### src/rtl/alu_share_pkg.sv
// Shared opcode encodings, requester-ID width and helpers for the alu_share_arb block.
package alu_share_pkg;

  localparam int ID_W = 2;

  localparam logic [3:0] OP_ADD  = 4'd0;
  localparam logic [3:0] OP_SUB  = 4'd1;
  localparam logic [3:0] OP_OR   = 4'd2;
  localparam logic [3:0] OP_AND  = 4'd3;
  localparam logic [3:0] OP_XOR  = 4'd4;
  localparam logic [3:0] OP_NOR  = 4'd5;
  localparam logic [3:0] OP_SLL  = 4'd6;
  localparam logic [3:0] OP_SRL  = 4'd7;
  localparam logic [3:0] OP_SRA  = 4'd8;
  localparam logic [3:0] OP_SLT  = 4'd9;
  localparam logic [3:0] OP_SLTU = 4'd10;
  localparam logic [3:0] OP_MAX  = 4'b1010;

  function automatic logic is_ovf_op(input logic [3:0] op);
    return (op == OP_ADD) || (op == OP_SUB);
  endfunction

endpackage

### src/rtl/alu_share_alu.sv
// Combinational 32-bit ALU: result, signed add/sub overflow and illegal-opcode flag.
module alu_share_alu
  import alu_share_pkg::*;
(
  input  logic [3:0]  op_i,
  input  logic [31:0] a_i,
  input  logic [31:0] b_i,
  output logic [31:0] y_o,
  output logic        ovf_o,
  output logic        illegal_o
);

  logic [32:0] sum;
  logic [32:0] diff;

  assign sum  = {a_i[31], a_i} + {b_i[31], b_i};
  assign diff = {a_i[31], a_i} - {b_i[31], b_i};

  always_comb begin
    y_o       = 32'd0;
    ovf_o     = 1'b0;
    illegal_o = 1'b0;
    case (op_i)
      OP_ADD:  y_o = sum[31:0];
      OP_SUB:  y_o = diff[31:0];
      OP_OR:   y_o = a_i | b_i;
      OP_AND:  y_o = a_i & b_i;
      OP_XOR:  y_o = a_i ^ b_i;
      OP_NOR:  y_o = ~(a_i | b_i);
      // shifts move B by the amount in A[4:0]
      OP_SLL:  y_o = b_i << a_i[4:0];
      OP_SRL:  y_o = b_i >> a_i[4:0];
      OP_SRA:  y_o = $signed(b_i) >>> a_i[4:0];
      OP_SLT:  y_o = {31'd0, ($signed(a_i) < $signed(b_i))};
      OP_SLTU: y_o = {31'd0, (a_i < b_i)};
      default: illegal_o = 1'b1;
    endcase
    if (is_ovf_op(op_i)) begin
      ovf_o = (op_i == OP_ADD) ? (sum[32] ^ sum[31]) : (diff[32] ^ diff[31]);
    end
    if (op_i > OP_MAX) begin
      illegal_o = 1'b1;
    end
  end

endmodule

### src/rtl/rr_pick.sv
// Combinational round-robin picker: first set request at or after ptr, wrapping at NREQ.
module rr_pick
  import alu_share_pkg::*;
#(
  parameter int NREQ = 2
) (
  input  logic [NREQ-1:0] req,
  input  logic [ID_W-1:0] ptr,
  input  logic            en,
  output logic [NREQ-1:0] gnt,
  output logic [ID_W-1:0] idx
);

  logic found;

  always_comb begin
    gnt   = '0;
    idx   = '0;
    found = 1'b0;
    for (int k = 0; k < NREQ; k++) begin
      for (int i = 0; i < NREQ; i++) begin
        if (en && !found && req[i] && (((int'(ptr) + k) % NREQ) == i)) begin
          gnt[i] = 1'b1;
          idx    = ID_W'(i);
          found  = 1'b1;
        end
      end
    end
  end

endmodule

### src/rtl/alu_share_arb.sv
// Round-robin sharing of one ALU among NREQ requesters with a one-entry result register.
// Optional grant/stall statistics counters are enabled by defining ALU_SHARE_STATS_EN.
module alu_share_arb
  import alu_share_pkg::*;
#(
  parameter int NREQ  = 2,
  parameter int TAG_W = 4
) (
  input  logic                  clk,
  input  logic                  reset_n,
  input  logic [NREQ-1:0]       req_valid,
  output logic [NREQ-1:0]       req_ready,
  input  logic [4*NREQ-1:0]     req_op,
  input  logic [32*NREQ-1:0]    req_a,
  input  logic [32*NREQ-1:0]    req_b,
  input  logic [TAG_W*NREQ-1:0] req_tag,
  output logic                  rsp_valid,
  input  logic                  rsp_ready,
  output logic [31:0]           rsp_data,
  output logic                  rsp_ovf,
  output logic                  rsp_illegal,
  output logic [ID_W-1:0]       rsp_id,
  output logic [TAG_W-1:0]      rsp_tag
`ifdef ALU_SHARE_STATS_EN
  ,
  input  logic                  stat_clr,
  output logic [16*NREQ-1:0]    stat_grants,
  output logic [15:0]           stat_stall
`endif
);

  logic              can_issue;
  logic [NREQ-1:0]   gnt;
  logic [ID_W-1:0]   gnt_idx;
  logic              fire;
  logic [3:0]        op_sel;
  logic [31:0]       a_sel;
  logic [31:0]       b_sel;
  logic [TAG_W-1:0]  tag_sel;
  logic [31:0]       alu_y;
  logic              alu_ovf;
  logic              alu_illegal;

  logic              rsp_valid_q,   rsp_valid_d;
  logic [31:0]       rsp_data_q,    rsp_data_d;
  logic              rsp_ovf_q,     rsp_ovf_d;
  logic              rsp_illegal_q, rsp_illegal_d;
  logic [ID_W-1:0]   rsp_id_q,      rsp_id_d;
  logic [TAG_W-1:0]  rsp_tag_q,     rsp_tag_d;
  logic [ID_W-1:0]   rr_ptr_q,      rr_ptr_d;

  assign can_issue = !rsp_valid_q || rsp_ready;

  rr_pick #(.NREQ(NREQ)) u_pick (
    .req (req_valid),
    .ptr (rr_ptr_q),
    .en  (can_issue),
    .gnt (gnt),
    .idx (gnt_idx)
  );

  // Ready is forced low during reset so no requester sees a phantom accept.
  assign req_ready = gnt & {NREQ{reset_n}};
  assign fire      = |gnt;

  always_comb begin
    op_sel  = 4'd0;
    a_sel   = 32'd0;
    b_sel   = 32'd0;
    tag_sel = '0;
    for (int i = 0; i < NREQ; i++) begin
      if (gnt_idx == ID_W'(i)) begin
        op_sel  = req_op[4*i +: 4];
        a_sel   = req_a[32*i +: 32];
        b_sel   = req_b[32*i +: 32];
        tag_sel = req_tag[TAG_W*i +: TAG_W];
      end
    end
  end

  alu_share_alu u_alu (
    .op_i      (op_sel),
    .a_i       (a_sel),
    .b_i       (b_sel),
    .y_o       (alu_y),
    .ovf_o     (alu_ovf),
    .illegal_o (alu_illegal)
  );

  always_comb begin
    rsp_data_d    = rsp_data_q;
    rsp_ovf_d     = rsp_ovf_q;
    rsp_illegal_d = rsp_illegal_q;
    rsp_id_d      = rsp_id_q;
    rsp_tag_d     = rsp_tag_q;
    rr_ptr_d      = rr_ptr_q;
    rsp_valid_d   = rsp_valid_q && !rsp_ready;
    if (fire) begin
      rsp_valid_d   = 1'b1;
      rsp_data_d    = alu_y;
      rsp_ovf_d     = alu_ovf;
      rsp_illegal_d = alu_illegal;
      rsp_id_d      = gnt_idx;
      rsp_tag_d     = tag_sel;
      rr_ptr_d      = (int'(gnt_idx) == NREQ - 1) ? '0 : gnt_idx + ID_W'(1);
    end
  end

  always_ff @(posedge clk or negedge reset_n) begin
    if (!reset_n) begin
      rsp_valid_q   <= 1'b0;
      rsp_data_q    <= 32'd0;
      rsp_ovf_q     <= 1'b0;
      rsp_illegal_q <= 1'b0;
      rsp_id_q      <= '0;
      rsp_tag_q     <= '0;
      rr_ptr_q      <= '0;
    end else begin
      rsp_valid_q   <= rsp_valid_d;
      rsp_data_q    <= rsp_data_d;
      rsp_ovf_q     <= rsp_ovf_d;
      rsp_illegal_q <= rsp_illegal_d;
      rsp_id_q      <= rsp_id_d;
      rsp_tag_q     <= rsp_tag_d;
      rr_ptr_q      <= rr_ptr_d;
    end
  end

  assign rsp_valid   = rsp_valid_q;
  assign rsp_data    = rsp_data_q;
  assign rsp_ovf     = rsp_ovf_q;
  assign rsp_illegal = rsp_illegal_q;
  assign rsp_id      = rsp_id_q;
  assign rsp_tag     = rsp_tag_q;

`ifdef ALU_SHARE_STATS_EN
  logic [NREQ-1:0][15:0] grants_q, grants_d;
  logic [15:0]           stall_q,  stall_d;

  always_comb begin
    grants_d = grants_q;
    stall_d  = stall_q;
    if (stat_clr) begin
      grants_d = '0;
      stall_d  = '0;
    end else begin
      for (int i = 0; i < NREQ; i++) begin
        if (gnt[i] && grants_q[i] != 16'hFFFF) begin
          grants_d[i] = grants_q[i] + 16'd1;
        end
      end
      if (|req_valid && !can_issue && stall_q != 16'hFFFF) begin
        stall_d = stall_q + 16'd1;
      end
    end
  end

  always_ff @(posedge clk or negedge reset_n) begin
    if (!reset_n) begin
      grants_q <= '0;
      stall_q  <= '0;
    end else begin
      grants_q <= grants_d;
      stall_q  <= stall_d;
    end
  end

  assign stat_grants = grants_q;
  assign stat_stall  = stall_q;
`endif

endmodule

### config.mk
export PLATFORM = sky130hd
export DESIGN_NAME = alu_share_arb
export DESIGN_NICKNAME = d
export VERILOG_FILES = /design/src/rtl/alu_share_pkg.sv /design/src/rtl/alu_share_alu.sv /design/src/rtl/rr_pick.sv /design/src/rtl/alu_share_arb.sv
export SDC_FILE = /design/constraint.sdc
export NUM_CORES = 1
export LEC_CHECK = 0
export CELL_PAD_IN_SITES_DETAIL_PLACEMENT = 0
export CELL_PAD_IN_SITES_GLOBAL_PLACEMENT = 2
export CORE_ASPECT_RATIO = 1.25
export CORE_MARGIN = 8
export CORE_UTILIZATION = 29
export DETAILED_ROUTE_END_ITERATION = 8
export GPL_TIMING_DRIVEN = 1
export PLACE_DENSITY = 0.83
export SYNTH_ARGS = -nofsm -noshare
export SYNTH_HDL_FRONTEND = slang
export SYNTH_SLANG_ARGS = --single-unit
### constraint.sdc
create_clock -name clk -period 5.1 [get_ports clk]
set_input_delay 0.51 -clock clk [delete_from_list [all_inputs] [get_ports clk]]
set_output_delay 0.51 -clock clk [all_outputs]
set_load 0.02 [all_outputs]
Word level (Yosys, flattened, before mapping)
Index checks and enable logic that the tools add are counted.
- shift operators: 3
- muxes and demuxes: 24
- eq/ne operators: 13
- bitwise logic cells: 8
- magnitude comparators: 3
- add/subtract/negate cells: 4
- reductions and logical operators: 25
- operators with widths (kind ; count):
    32-bit case mux with 11 select lines ; 1
    32-bit two-way mux ; 4
    32-bit zero test ; 2
    32-bit < comparator ; 2
    32-bit by 32-bit adder with 33-bit output ; 1
    32-bit by 32-bit subtractor with 33-bit output ; 1
    32-bit AND ; 1
    32-bit inverter ; 1
    32-bit bitwise OR ; 1
    32-bit by 5-bit left shift with 32-bit output ; 1
    32-bit by 5-bit right shift with 32-bit output ; 1
    32-bit by 5-bit >>> shifter with 32-bit output ; 1
    32-bit bitwise XOR ; 1
    4-bit by 3-bit equality test with 1-bit output, second input constant ; 4
    4-bit two-way mux ; 4
    1-bit two-way mux ; 15
    4-bit equality test, second input constant ; 3
    1-bit logical AND ; 12
    11-bit OR reduction ; 1
    4-bit by 2-bit equality test with 1-bit output, second input constant ; 2
    1-bit zero test ; 5
    2-bit equality test, second input constant ; 2
    4-bit by 1-bit equality test with 1-bit output, second input constant ; 1
    4-bit > comparator, second input constant ; 1
    9 further kinds ; 12
- flip-flop bits (word level): 42
- input bits: 149

Longest topological paths before layout
Gate-level depths: netlist of run 1.
- word-level depth: 27
- depth in mapped cells: 25
- mapped depth without buffers: 17

Cells and area by module
Synthesis of run 1 repeated with hierarchy kept, for this count alone.
- cell total of the unflattened synthesis: 1544
- area total of the unflattened synthesis: 11466.0 um^2
- modules (own cells, without submodules) (module ; area an instance (um^2) ; sequential area each (um^2) ; instances ; cells each):
    alu_share_alu ; 8693.3 ; 0.0 ; 1 ; 1283
    alu_share_arb ; 2735.1 ; 1076.0 ; 1 ; 253
    rr_pick ; 37.5 ; 0.0 ; 1 ; 8

Worst setup path after synthesis of run 1
Ideal clock, no wire load.
- path kind: input-to-reg
- start: input rsp_ready
- end: register rsp_ovf_q (netlist: rsp_ovf)
- setup slack: -0.001 ns
- cell stages on the path: 25
- required time: 4.970 ns
- data arrival time: 4.971 ns
- setup time: 0.130 ns
- buffers on the path: 8
- path through: nand2b_1 buf_2 and3_1 buf_6 buf_6 buf_6 buf_4 buf_2 clkbuf_1 buf_1 nand2_1 nand2_1 ha_1 inv_1 fa_1 nor2b_1 o211ai_1 a2111oi_2 o311ai_1 and3_1 o21bai_1 a311oi_1 xor2_1 a32oi_1 nand3_1
- longest elaborated chain between the ends: 26
- elaborated cells on any way between the ends: 42
- RTL lines (what ; line ; text):
    from (decl) ; alu_share_arb.sv:18 ; input logic rsp_ready,
    1-bit logical OR (*) ; alu_share_arb.sv:52 ; assign can_issue = !rsp_valid_q || rsp_ready;
    1-bit logical AND (2 in a row) ; rr_pick.sv:22 ; if (en && !found && req[i] && (((int'(ptr) + k) % NREQ) == i)) begin
    1-bit two-way mux ; rr_pick.sv:22 ;
    1-bit zero test ; rr_pick.sv:22 ;
    1-bit logical AND (3 in a row) ; rr_pick.sv:22 ;
    1-bit two-way mux ; rr_pick.sv:22 ;
    1-bit zero test ; rr_pick.sv:22 ;
    1-bit logical AND (3 in a row) ; rr_pick.sv:22 ;
    (+2 left out) ; - ;
    1-bit logical AND (3 in a row) ; rr_pick.sv:22 ;
    1-bit two-way mux ; rr_pick.sv:22 ;
    2-bit zero test ; alu_share_arb.sv:72 ; if (gnt_idx == ID_W'(i)) begin
    32-bit two-way mux (2 in a row) ; alu_share_arb.sv:72 ;
    32-bit by 32-bit subtractor with 33-bit output or 32-bit by 32-bit adder with 33-bit output (tied branches) ; alu_share_alu.sv:17, alu_share_alu.sv:16 ;
    1-bit bitwise XOR ; alu_share_alu.sv:39 ; ovf_o = (op_i == OP_ADD) ? (sum[32] ^ sum[31]) : (diff[32] ^ diff[31]);
    1-bit two-way mux ; alu_share_alu.sv:39 ;
    1-bit two-way mux ; alu_share_alu.sv:38 ; if (is_ovf_op(op_i)) begin
    to (signal assigned) ; alu_share_arb.sv:121 ; rsp_ovf_q <= rsp_ovf_d;
    to (decl) ; alu_share_arb.sv:46 ; logic rsp_ovf_q, rsp_ovf_d;
Mark *: on every way between the ends. The rest lies on a longest branch, timed or not.
A chain may end at the register's enable or synchronous reset.

Final worst setup path of run 1
- start: input req_valid[1]
- end: register rsp_ovf_q (netlist: rsp_ovf)
- longest elaborated chain between the ends: 20
- elaborated cells on any way between the ends: 36
- RTL lines (what ; line ; text):
    from (decl) ; alu_share_arb.sv:11 ; input logic [NREQ-1:0] req_valid,
    1-bit logical AND (2 in a row) ; rr_pick.sv:22 ;
    1-bit two-way mux ; rr_pick.sv:22 ;
    1-bit zero test ; rr_pick.sv:22 ;
    1-bit logical AND (3 in a row) ; rr_pick.sv:22 ;
    1-bit two-way mux ; rr_pick.sv:22 ;
    1-bit zero test ; rr_pick.sv:22 ;
    1-bit logical AND (3 in a row) ; rr_pick.sv:22 ;
    1-bit two-way mux ; rr_pick.sv:22 ;
    2-bit zero test ; alu_share_arb.sv:72 ;
    32-bit two-way mux (2 in a row) ; alu_share_arb.sv:72 ;
    32-bit by 32-bit subtractor with 33-bit output or 32-bit by 32-bit adder with 33-bit output (tied branches) ; alu_share_alu.sv:17, alu_share_alu.sv:16 ;
    1-bit bitwise XOR ; alu_share_alu.sv:39 ;
    1-bit two-way mux ; alu_share_alu.sv:39 ;
    1-bit two-way mux ; alu_share_alu.sv:38 ;
Several ways; a longest one is shown, not always the timed one.

==> impl_metrics.sql, run 1 <==
INSERT INTO impl_metrics (metric_group, metric, value, unit) VALUES
('run_status', 'result_of_the_run', 'completed', ''),
('power', 'netSwitchingFraction', '55.4', '%'),
('clock_network', 'tritoncts', 'built', ''),
('clock_network', 'post_cts_repair_setup_buffers', '0', ''),
('global_route', 'first_global_vias', '15900', ''),
('placed_design', 'finalWeightedCongestion', '1.02', ''),
('final_layout', 'stdcell_count', '2741', ''),
('worst_setup_path', 'critPathLaunchType', 'input port', ''),
('final_layout', 'multiInputGateArea', '11400', 'sq um'),
('global_route', 'grt_use_total', '27.7', '%'),
('clock_network', 'worst_skew_pair.late_latency', '0.31', 'ns'),
('final_layout', 'synthToLayoutAreaGrowth', '24.7', '%'),
('final_layout', 'layout.area.seq', '1030', 'sq um'),
('timing', 'min_period', '4.85', 'ns'),
('logic_synthesis', 'synth.yosys.seq_area_share', '7.63', '%'),
('logic_synthesis', 'synth_cell_area', '13400', 'sq um'),
('die', 'ioPinCount', '192', ''),
('power', 'power-per-cell-area', '239', 'nW/um^2'),
('timing', 'final_critical_path_share_of_the_clock_period', '95.2', '%'),
('min_path', 'timing.hold.worst.class', 'input port to async pin', ''),
('placed_design', 'placedCellCount', '2733', ''),
('clock_network', 'hold_fix_buffers_at_cts', '0', ''),
('timing', 'report.final.setup_viol', '0', ''),
('logic_synthesis', 'yosysWarnings', '0', ''),
('clock_network', 'clock_tree.root_cell', 'clkbuf_16', ''),
('worst_setup_path', 'cp_data_required_time', '5.30', 'ns'),
('detailed_routing', 'vias', '16600', ''),
('logic_synthesis', 'post_synth_num_cell_types', '98', ''),
('power', 'p_sw', '2220', 'uW'),
('detailed_routing', 'drt_pre_antenna_iters', '6', ''),
('detailed_routing', 'detail_route.wirelength', '78200', 'microns'),
('timing', 'final_max_slew_viol_count', '0', ''),
('global_route', 'globalRoute.totalOverflow', '0', ''),
('die', 'standard_cell_core_area', '46000', 'sq um'),
('logic_synthesis', 'asyncSetResetFlopFracSynth', '100', '%'),
('detailed_routing', 'drt.antenna.violating_nets', '0', ''),
('placed_design', 'detailed_place_hpwl', '63400', 'microns'),
('worst_setup_path', 'cp.arrival', '5.05', 'ns'),
('detailed_routing', 'detail_route.drc_violations', '0', ''),
('logic_synthesis', 'synth.avg_cell_area', '6.85', 'sq um'),
('die', 'die_w', '209', 'microns'),
('power', 'leakagePower', '0.00710', 'uW'),
('detailed_routing', 'wl_per_cell', '28.5', 'microns'),
('final_layout', 'finish.net_count', '2402', ''),
('placed_design', 'placed_area', '16600', 'sq um'),
('final_layout', 'layout.cell_area.non_filler', '16800', 'sq um'),
('timing', 'rsz0062_at_grt', 'no', ''),
('power', 'design_internal_power', '1790', 'uW'),
('timing', 'fmaxAchievable', '206', 'MHz'),
('logic_synthesis', 'synth_top_flop_cell', 'dfrtp_1', ''),
('power', 'worst_ir_drop_on_vdd', '0.000141', 'V'),
('final_layout', 'filler_cell_count', '4935', ''),
('logic_synthesis', 'yosys_register_bits', '41', ''),
('global_route', 'grt_max_degree', '78', ''),
('clock_network', 'cts-resized-gates', '0', ''),
('global_route', 'antenna_found_initial', '1', ''),
('run', 'drv_cap', '0', ''),
('clock_network', 'clock-sinks', '41', ''),
('logic_synthesis', 'postSynthCellCount', '1963', ''),
('final_layout', 'fraction_of_final_layout_cells_sized_beyond_drive_strength_1', '12.8', '%'),
('worst_setup_path', 'worstSetupEndpointType', 'flop', ''),
('timing', 'max_slew_margin', '17.1', '%'),
('clock_network', 'tritoncts.num_buffers', '5', ''),
('timing', 'worstMarginPinSlew', '1.24', 'ns'),
('clock_network', 'clk_transition_reported_paths', '0.08', 'ns'),
('placed_design', 'buffer_ports.inserted', '190', ''),
('clock_network', 'clock_path_buffers', '2', ''),
('detailed_routing', 'post_drt_via_cell_ratio', '6.06', ''),
('die', 'starting_density', '29.2', '%'),
('detailed_routing', 'detail_route.iter0.violations', '1651', ''),
('worst_setup_path', 'path_max_fanout', '6', ''),
('global_route', 'grt_first_pass_wirelength', '113000', 'microns'),
('timing', 'skew', '0.00480', 'ns'),
('die', 'floorplan.die_area', '53600', 'sq um'),
('final_layout', 'antennaDiodeCount', '0', ''),
('power', 'seq_power_share', '11.7', '%'),
('power', 'power_frac_comb', '79.5', '%'),
('worst_setup_path', 'timing.setup.critical_path_class', 'input port to flop', ''),
('clock_network', 'ctsHtreeMaxLevel', '2', ''),
('timing', 'finalHoldViolCount', '0', ''),
('die', 'die_h', '257', 'microns'),
('logic_synthesis', 'synth_enable_flop_cells', '0', ''),
('die', 'rows', '88', ''),
('power', 'clock_power_share', '8.9', '%'),
('logic_synthesis', 'synth.net_count', '2210', '');
==> flip-flops by register name, summed over array words and instances (netlist names) <==
register / count
rsp_data: 32
rr_ptr_q: 1
rsp_valid: 1
rsp_illegal: 1
rsp_id: 1
rsp_tag: 4
rsp_ovf: 1
==> metal layers <==
layer / track usage [%] / up-vias / share of wire (%)
met4: 11.0 / 2 / 4.2
met2: 46.2 / 800 / 47
met3: 3.72 / 121 / 6.4
met1: 35.8 / 8043 / 43
li1: - / 7632 / -
met5: 0 / - / 0.022
==> synthesized netlist by cell type, drive strengths merged (30+ instances only) <==
master	count	area share (%)
a211oi	32	1.8
a21oi	173	6.6
a31oi	30	1.4
buf	87	3.6
clkbuf	70	2.0
dfrtp	41	7.6
ha	96	8.9
inv	108	3.0
mux2i	124	9.4
mux4	33	5.5
nand2	311	8.7
nand3	30	1.2
nor2	188	5.2
nor3	44	1.6
o211ai	46	2.6
o21ai	121	4.6
==> final cells by class <==
class	instances	area share, %
clock inverters	3	0.104
repair buffers	342	18.3
well taps	585	4.37
inverters	111	2.49
flip-flops and latches	41	6.12
clock buffers	5	0.746
multi-input cells	1654	67.9
==> kinds of logic (layout without fill, tap and decap cells) <==
family,Yosys count,after routing,synth area share [%]
AOI/OAI and AO/OA,648,648,32.6
xor gates and xnor gates,22,22,1.43
adders and majority gates,98,98,9.23
buffers and inverters,268,461,8.62
DFF,41,41,7.63
muxes,185,185,17.3
other,1,1,0.0279
and+or+nand+nor,700,700,23.1
==> final timing paths <==
check	from	slack [ns]	cells after the start	end
worst max register to register	rr_ptr_q[0]	0.49	17	rsp_ovf
max in group asynchronous	reset_n	4.02	2	rsp_data[27]
min in group clk	rsp_tag[3]	0.50	2	rsp_tag[3]
worst max-delay path	req_valid[1]	0.25	17	rsp_ovf
worst min-delay path	reset_n	0.13	1	rsp_data[11]
worst min register to register	rsp_tag[3]	0.50	2	rsp_tag[3]
==> metrics by stage <==
stage | total power (uW) | hold slack [ns] | setup WS [ns] | util (%) | TNS [ns]
finish | 4010 | 0.133 | 0.246 | 36.4 | 0
detailed placement | 3590 | 0.473 | -0.00679 | 36.1 | -0.00679
global placement | 3620 | 0.467 | 0.0217 | 36.1 | 0
global route | 4240 | 0.137 | 0.108 | 36.4 | 0
floorplan | 2260 | 0.214 | 0.0921 | - | 0
CTS | 3970 | 0.137 | 0.312 | 36.4 | 0
==> critical path: stages <==
cell             delay, ns
clkdlybuf4s50_1       0.62
and3_4                0.28
mux2_4                0.35
inv_2                 0.06
ha_1                  0.16
inv_1                 0.08
fa_1                  0.43
nor2b_1               0.16
o211ai_1              0.32
a2111oi_2             0.15
o311ai_1              0.80
and3_1                0.33
o21bai_1              0.08
a311oi_1              0.31
xor2_1                0.11
a32oi_1               0.20
nand3_1               0.08
==> power by group through the flow <==
stage               Sequential [uW]  Combinational [uW]  Clock (uW)
CTS                             469                3140         365
detailed placement              474                3120           0
global placement                474                3140           0
finish                          468                3190         356
global route                    476                3390         373
floorplan                       539                1720           0
==> cell usage in the layout, fill, tap and decap left out, types with 11 or more instances in the layout <==
master	count
o31ai_1	21
a21o_1	18
a21oi_1	169
nor2_1	187
o21ai_1	15
o211ai_1	45
xnor2_1	18
or3_1	14
nand2b_1	24
nor2b_1	13
clkdlybuf4s50_1	185
dfrtp_1	41
mux2i_1	119
and2_1	12
a31oi_1	30
o21ai_0	103
a211oi_1	31
nand3_1	29
mux2_2	26
mux4_2	33
nor3_1	44
o22ai_1	19
buf_4	148
a221o_1	11
inv_1	105
a2111oi_0	13
o21bai_1	12
a221oi_1	19
nor4_1	18
o221ai_1	13
nand2_1	310
ha_1	96
Note: power is estimated with default switching activity, not from simulation.
==> run 2: changes to the inputs <==
--- a/config.mk
+++ b/config.mk
@@ -13,6 +13,7 @@
 export DETAILED_ROUTE_END_ITERATION = 8
 export GPL_TIMING_DRIVEN = 1
 export PLACE_DENSITY = 0.83
+export SLEW_MARGIN = 20
 export SYNTH_ARGS = -nofsm -noshare
 export SYNTH_HDL_FRONTEND = slang
 export SYNTH_SLANG_ARGS = --single-unit
==> run 2 against run 1 <==
Net effect:
- clock skew up 0.0042 ns
- largest cell class unchanged
- first-iteration DRC count rose by 2.7%
- critical path type unchanged
- flip-flop and latch count is the same
- sequential power about the same
==> impl_metrics.sql, run 2 (synthesis gave the netlist of run 1 again) <==
INSERT INTO impl_metrics (metric_group, metric, value, unit) VALUES
('worst_setup_path', 'worstSetupEndpointType', 'flop', ''),
('detailed_routing', 'vias', '16500', ''),
('clock_network', 'cts-resized-gates', '0', ''),
('placed_design', 'finalWeightedCongestion', '1.02', ''),
('timing', 'fmaxAchievable', '208', 'MHz'),
('power', 'worst_ir_drop_on_vdd', '0.000130', 'V'),
('timing', 'skew', '0.00901', 'ns'),
('die', 'rows', '88', ''),
('clock_network', 'ctsHtreeMaxLevel', '2', ''),
('worst_setup_path', 'timing.critical_path.from', 'req_valid[1]', ''),
('die', 'die_w', '209', 'microns'),
('global_route', 'grt_use_total', '27.9', '%'),
('worst_setup_path', 'critical_path_buf_inv_count', '3', ''),
('timing', 'rsz0062_at_grt', 'no', ''),
('clock_network', 'post_cts_repair_setup_buffers', '0', ''),
('placed_design', 'detailed_place_hpwl', '63500', 'microns'),
('clock_network', 'clock_path_buffers', '2', ''),
('clock_network', 'worst_skew_pair.late_latency', '0.32', 'ns'),
('clock_network', 'clock-sinks', '41', ''),
('final_layout', 'synthToLayoutAreaGrowth', '25.1', '%'),
('global_route', 'grt_first_pass_wirelength', '113000', 'microns'),
('detailed_routing', 'post_drt_via_cell_ratio', '6.02', ''),
('clock_network', 'tritoncts.num_buffers', '5', ''),
('timing', 'worstMarginPinSlew', '1.11', 'ns'),
('clock_network', 'clock_tree.root_cell', 'clkbuf_16', ''),
('timing', 'max_slew_margin', '25.4', '%'),
('timing', 'postLayoutSetupSlackWorst', '0.282', 'ns'),
('worst_setup_path', 'path_delay_family', 'compound AO/OA/AOI/OAI gates', ''),
('power', 'leakagePower', '0.00713', 'uW'),
('placed_design', 'dp_worst_setup_slack', '0.00384', 'ns'),
('worst_setup_path', 'critPathLaunchType', 'input port', ''),
('final_layout', 'most-common-layout-cells', 'nand2_1 (310), nor2_1 (187), clkdlybuf4s50_1 (185), a21oi_1 (169), buf_4 (148)', ''),
('worst_setup_path', 'crit_path_cell_trace', 'clkdlybuf4s50_1, and3_4, mux2_4, inv_2, ha_1, inv_1, fa_1, nor2b_1, o211ai_1, a2111oi_2, o311ai_1, and3_1, o21bai_1, a311oi_1, xor2_1, a32oi_1, nand3_1', ''),
('die', 'die_h', '257', 'microns'),
('detailed_routing', 'drt.antenna.violating_nets', '0', ''),
('die', 'standard_cell_core_area', '46000', 'sq um'),
('final_layout', 'fraction_of_final_layout_cells_sized_beyond_drive_strength_1', '12.9', '%'),
('global_route', 'globalRoute.totalOverflow', '0', ''),
('die', 'starting_density', '29.2', '%'),
('final_layout', 'max_ffs_per_register', '32', ''),
('worst_setup_path', 'cp.arrival', '5.02', 'ns'),
('timing', 'report.final.setup_viol', '0', ''),
('timing', 'min_period', '4.82', 'ns'),
('clock_network', 'hold_fix_buffers_at_cts', '0', ''),
('timing', 'final_critical_path_share_of_the_clock_period', '94.5', '%'),
('power', 'power-per-cell-area', '244', 'nW/um^2'),
('detailed_routing', 'detail_route.iter0.violations', '1695', ''),
('worst_setup_path', 'reg2reg_from', 'rr_ptr_q[0]', ''),
('detailed_routing', 'drt_pre_antenna_iters', '6', ''),
('global_route', 'antenna_found_initial', '1', ''),
('timing', 'finalSetupTns', '0', 'ns'),
('run', 'drv_cap', '0', ''),
('worst_setup_path', 'timing.setup.critical_path_class', 'input port to flop', ''),
('timing', 'final_max_slew_viol_count', '0', ''),
('worst_setup_path', 'critical_path.max_stage_delay', '0.78', 'ns'),
('detailed_routing', 'detail_route.wirelength', '78100', 'microns'),
('die', 'ioPinCount', '192', ''),
('global_route', 'first_global_vias', '16100', ''),
('final_layout', 'most_frequent_standard_cell_in_the_layout_excluding_fill_and_tap_cells', 'nand2_1', ''),
('worst_setup_path', 'cp_data_required_time', '5.30', 'ns'),
('detailed_routing', 'detail_route.drc_violations', '0', ''),
('placed_design', 'buffer_ports.inserted', '190', ''),
('final_layout', 'finish.net_count', '2403', ''),
('worst_setup_path', 'worst_path_max_delay_cell', 'o311ai_1', ''),
('timing', 'finalHoldViolCount', '0', ''),
('worst_setup_path', 'path_max_fanout', '6', ''),
('clock_network', 'tritoncts', 'built', ''),
('clock_network', 'clk_transition_reported_paths', '0.08', 'ns'),
('power', 'finalPower', '4110', 'uW'),
('detailed_routing', 'wl_per_cell', '28.5', 'microns'),
('die', 'floorplan.die_area', '53600', 'sq um'),
('run_status', 'result_of_the_run', 'completed', ''),
('global_route', 'grt_max_degree', '78', ''),
('min_path', 'timing.hold.worst.class', 'input port to async pin', '');
run 2: changes by cell type in the layout (fill, tap and decap cells not counted):
cell and delta:
buf_6 +1, bufinv_16 +2, clkinv_2 -1, clkinvlp_4 -1, diode_2 +1
run 2: area by class of cell:
| type | instances | area (sq um) |
|---|---|---|
| clock buffers | 5 | 125 |
| clock inverters | 3 | 65.1 |
| fillers | 5000 | 29200 |
| inverters | 111 | 418 |
| well taps | 585 | 732 |
| multi-input cells | 1654 | 11400 |
| diodes | 1 | 2.50 |
| repair buffers | 343 | 3080 |
| flip-flops and latches | 41 | 1030 |
run 2: metal layers:
metal | share of wire, % | GRT usage [%] | up-vias | wire (microns)
li1 | - | - | 7622 | -
met1 | 43 | 36.0 | 8013 | 33700
met2 | 46 | 46.2 | 736 | 36200
met3 | 5.9 | 3.55 | 130 | 4580
met4 | 4.6 | 11.9 | 0 | 3600
met5 | 0 | 0 | - | 0
run 2: per-stage QoR:
stage | utilization (%) | instance area (sq um) | hold WS, ns | cells
floorplan | - | 13400 | 0.214 | 1963
global placement | 36.1 | 16600 | 0.467 | 2733
detailed placement | 36.1 | 16600 | 0.468 | 2734
CTS | 36.6 | 16800 | 0.132 | 2742
global route | 36.6 | 16800 | 0.136 | 2742
finish | 36.6 | 16800 | 0.127 | 2743
run 2: final timing paths:
check,to,slack [ns],depth (start not counted)
setup / recovery,rsp_ovf,0.28,17
hold / removal,rsp_data[11],0.13,1
setup reg to reg,rsp_ovf,0.53,17
hold reg to reg,rsp_tag[3],0.49,2
max in group asynchronous,rsp_data[18],4.07,2
min in group clk,rsp_tag[3],0.49,2
run 2: where the power goes:
part           switching, uW  total, uW  internal, uW
logic                   1980       3190          1210
clock network            175        456           281
registers               66.0        466           400
==> run 3: changes to the inputs <==
--- a/config.mk
+++ b/config.mk
@@ -12,7 +12,7 @@
 export CORE_UTILIZATION = 29
 export DETAILED_ROUTE_END_ITERATION = 8
 export GPL_TIMING_DRIVEN = 1
-export PLACE_DENSITY = 0.83
+export PLACE_DENSITY_LB_ADDON = 0.1
 export SLEW_MARGIN = 20
 export SYNTH_ARGS = -nofsm -noshare
 export SYNTH_HDL_FRONTEND = slang
==> run 3 against run 2 <==
Net effect:
- sequential share of layout area is essentially flat
- core utilization is essentially flat
- first-iteration DRC count shrank 1.4%
- sequential power is essentially flat
- critical path depth grew 3
- global-route usage grew 1.3 points
- worst hold slack gained 0.053 ns
- clock power shrank 14%
- largest cell class unchanged
- largest power group unchanged
- highest routed layer is now met5
==> impl_metrics.sql, run 3 (synthesis gave the netlist of run 1 again) <==
INSERT INTO impl_metrics (metric_group, metric, value, unit) VALUES
('worst_setup_path', 'timing.critical_path.from', 'rsp_ready', ''),
('detailed_routing', 'drt.antenna.violating_nets', '0', ''),
('global_route', 'grt_use_total', '29.2', '%'),
('die', 'rows', '88', ''),
('power', 'finalPower', '4120', 'uW'),
('final_layout', 'most-common-layout-cells', 'nand2_1 (310), nor2_1 (187), clkdlybuf4s50_1 (185), a21oi_1 (169), buf_4 (143)', ''),
('worst_setup_path', 'cp.arrival', '4.97', 'ns'),
('die', 'floorplan.die_area', '53600', 'sq um'),
('power', 'seq_power_share', '11.4', '%'),
('run_status', 'result_of_the_run', 'completed', ''),
('global_route', 'antenna_found_initial', '2', ''),
('clock_network', 'tritoncts', 'built', ''),
('placed_design', 'placedCellCount', '2731', ''),
('worst_setup_path', 'r2r-end', 'rsp_data[24]', ''),
('final_layout', 'layout.area.seq', '1030', 'sq um'),
('detailed_routing', 'post_drt_via_cell_ratio', '6.09', ''),
('min_path', 'timing.hold.worst.class', 'input port to async pin', ''),
('clock_network', 'clk_transition_reported_paths', '0.08', 'ns'),
('global_route', 'grt.met2_usage', '49.5', '%'),
('timing', 'final_critical_path_share_of_the_clock_period', '93.6', '%'),
('detailed_routing', 'detail_route.iter0.violations', '1672', ''),
('worst_setup_path', 'cp_data_required_time', '5.30', 'ns'),
('clock_network', 'clock_path_buffers', '2', ''),
('clock_network', 'clock_tree.root_cell', 'clkbuf_16', ''),
('global_route', 'globalRouteMet1Util', '38.0', '%'),
('placed_design', 'placed_area', '16600', 'sq um'),
('worst_setup_path', 'critical_path.max_stage_delay', '0.48', 'ns'),
('die', 'ioPinCount', '192', ''),
('power', 'design_internal_power', '1830', 'uW'),
('power', 'leakagePower', '0.00711', 'uW'),
('timing', 'finalHoldViolCount', '0', ''),
('power', 'worst_ir_drop_on_vdd', '0.000117', 'V'),
('die', 'standard_cell_core_area', '46000', 'sq um'),
('detailed_routing', 'drt_pre_antenna_iters', '6', ''),
('final_layout', 'multiInputGateArea', '11400', 'sq um'),
('timing', 'worstMarginPinSlew', '1.14', 'ns'),
('detailed_routing', 'wl_per_cell', '29.7', 'microns'),
('worst_setup_path', 'worst_r2r_path_depth', '19', ''),
('final_layout', 'synthToLayoutAreaGrowth', '25.0', '%'),
('timing', 'report.final.setup_viol', '0', ''),
('final_layout', 'fraction_of_final_layout_cells_sized_beyond_drive_strength_1', '12.8', '%'),
('timing', 'final_max_slew_viol_count', '0', ''),
('die', 'starting_density', '29.2', '%'),
('die', 'die_h', '257', 'microns'),
('global_route', 'grt_max_degree', '65', ''),
('timing', 'min_period', '4.78', 'ns'),
('worst_setup_path', 'crit_path_cell_trace', 'clkdlybuf4s50_1, nand2b_1, and3_4, mux2_4, inv_2, ha_1, inv_1, fa_1, nor2b_1, o211ai_1, a2111oi_2, buf_4, o31ai_1, buf_4, a21oi_1, nor2_1, o21ai_1, xnor2_1, a221oi_1, nor2_1', ''),
('run', 'drv_cap', '0', ''),
('global_route', 'grt_first_pass_wirelength', '118000', 'microns'),
('power', 'netSwitchingFraction', '55.7', '%'),
('clock_network', 'ctsHtreeMaxLevel', '2', ''),
('timing', 'postLayoutSetupSlackWorst', '0.325', 'ns'),
('detailed_routing', 'vias', '16700', ''),
('final_layout', 'filler_cell_count', '4995', ''),
('final_layout', 'most_frequent_standard_cell_in_the_layout_excluding_fill_and_tap_cells', 'nand2_1', ''),
('power', 'power-per-cell-area', '245', 'nW/um^2'),
('clock_network', 'tritoncts.num_buffers', '5', ''),
('clock_network', 'worst_skew_pair.late_latency', '0.33', 'ns'),
('final_layout', 'stdcell_count', '2740', ''),
('placed_design', 'detailed_place_hpwl', '66400', 'microns'),
('worst_setup_path', 'path_max_fanout', '5', ''),
('detailed_routing', 'detail_route.wirelength', '81500', 'microns'),
('die', 'die_w', '209', 'microns'),
('clock_network', 'post_cts_repair_setup_buffers', '0', ''),
('placed_design', 'dp_worst_setup_slack', '0.0895', 'ns'),
('timing', 'rsz0062_at_grt', 'no', ''),
('placed_design', 'buffer_ports.inserted', '190', ''),
('timing', 'skew', '0.00622', 'ns'),
('worst_setup_path', 'worstSetupEndpointType', 'flop', ''),
('detailed_routing', 'detail_route.drc_violations', '0', ''),
('global_route', 'grt.met3_usage', '2.93', '%'),
('clock_network', 'hold_fix_buffers_at_cts', '0', ''),
('timing', 'finalSetupTns', '0', 'ns'),
('clock_network', 'clock-sinks', '41', ''),
('global_route', 'most_congested_layer_reported_by_global_routing', 'met2', ''),
('worst_setup_path', 'reg2reg_from', 'rr_ptr_q[0]', ''),
('worst_setup_path', 'worst_reg2reg_setup_slack', '0.61', 'ns'),
('power', 'power_frac_comb', '79.1', '%'),
('timing', 'fmaxAchievable', '209', 'MHz'),
('worst_setup_path', 'critPathLaunchType', 'input port', ''),
('global_route', 'first_global_vias', '16300', ''),
('final_layout', 'max_ffs_per_register', '32', ''),
('power', 'clock_power_share', '9.5', '%'),
('timing', 'max_slew_margin', '23.5', '%'),
('worst_setup_path', 'worst_path_max_delay_cell', 'o211ai_1', ''),
('global_route', 'globalRoute.totalOverflow', '0', ''),
('final_layout', 'layout.cell_area.non_filler', '16800', 'sq um'),
('worst_setup_path', 'timing.setup.critical_path_class', 'input port to flop', ''),
('placed_design', 'finalWeightedCongestion', '0.985', ''),
('power', 'p_sw', '2290', 'uW'),
('clock_network', 'cts-resized-gates', '0', ''),
('final_layout', 'finish.net_count', '2400', '');
==> run 3: worst max-delay path: cells and delay by family <==
kind	cells	cell delay (ns)
AO/OA/AOI/OAI	6	1.43
AND/OR/NAND/NOR	5	1.01
buffers and inverters	5	0.95
adder cells (fa/ha/maj)	2	0.60
multiplexers	1	0.35
XOR/XNOR	1	0.13
==> run 3: stage by stage <==
step | util (%) | hold slack [ns]
floorplan | - | 0.214
global placement | 36.2 | 0.477
detailed placement | 36.2 | 0.487
CTS | 36.5 | 0.195
global route | 36.5 | 0.208
finish | 36.5 | 0.180
==> run 3: worst max-delay path by stage <==
stage | end | slack (ns) | depth (start not counted)
after floorplan | rsp_ovf | 0.09 | 25
after global placement | rsp_ovf | 0.11 | 15
after detailed placement | rsp_data[24] | 0.09 | 20
after CTS | rsp_data[24] | 0.42 | 20
after global routing | rsp_data[30] | 0.19 | 19
final | rsp_data[24] | 0.32 | 20
==> run 3: layout make-up <==
cell class                      instances  share of cell area, %
Multi-Input combinational cell       1654                   67.7
Sequential cell                        41                   6.11
Inverter                              111                   2.49
Antenna cell                            1                 0.0149
Clock inverter                          1                 0.0298
Timing Repair Buffer                  340                   18.4
Tap cell                              585                   4.36
Clock buffer                            7                  0.908
==> run 3: metal layers <==
metal | up-vias | share of wire [%] | routed length (microns)
li1 | 7617 | - | -
met1 | 8202 | 43 | 35300
met2 | 749 | 47 | 38600
met3 | 123 | 5.5 | 4480
met4 | 2 | 3.8 | 3070
met5 | - | 0.015 | 12
==> run 3: power groups by stage <==
stage | logic (uW) | registers [uW] | clock network, uW
5_1_grt | 3460 | 475 | 410
4_1_cts | 3210 | 469 | 401
2_1_floorplan | 1720 | 539 | 0
6_report | 3260 | 468 | 392
3_5_place_dp | 3200 | 474 | 0
3_3_place_gp | 3230 | 473 | 0
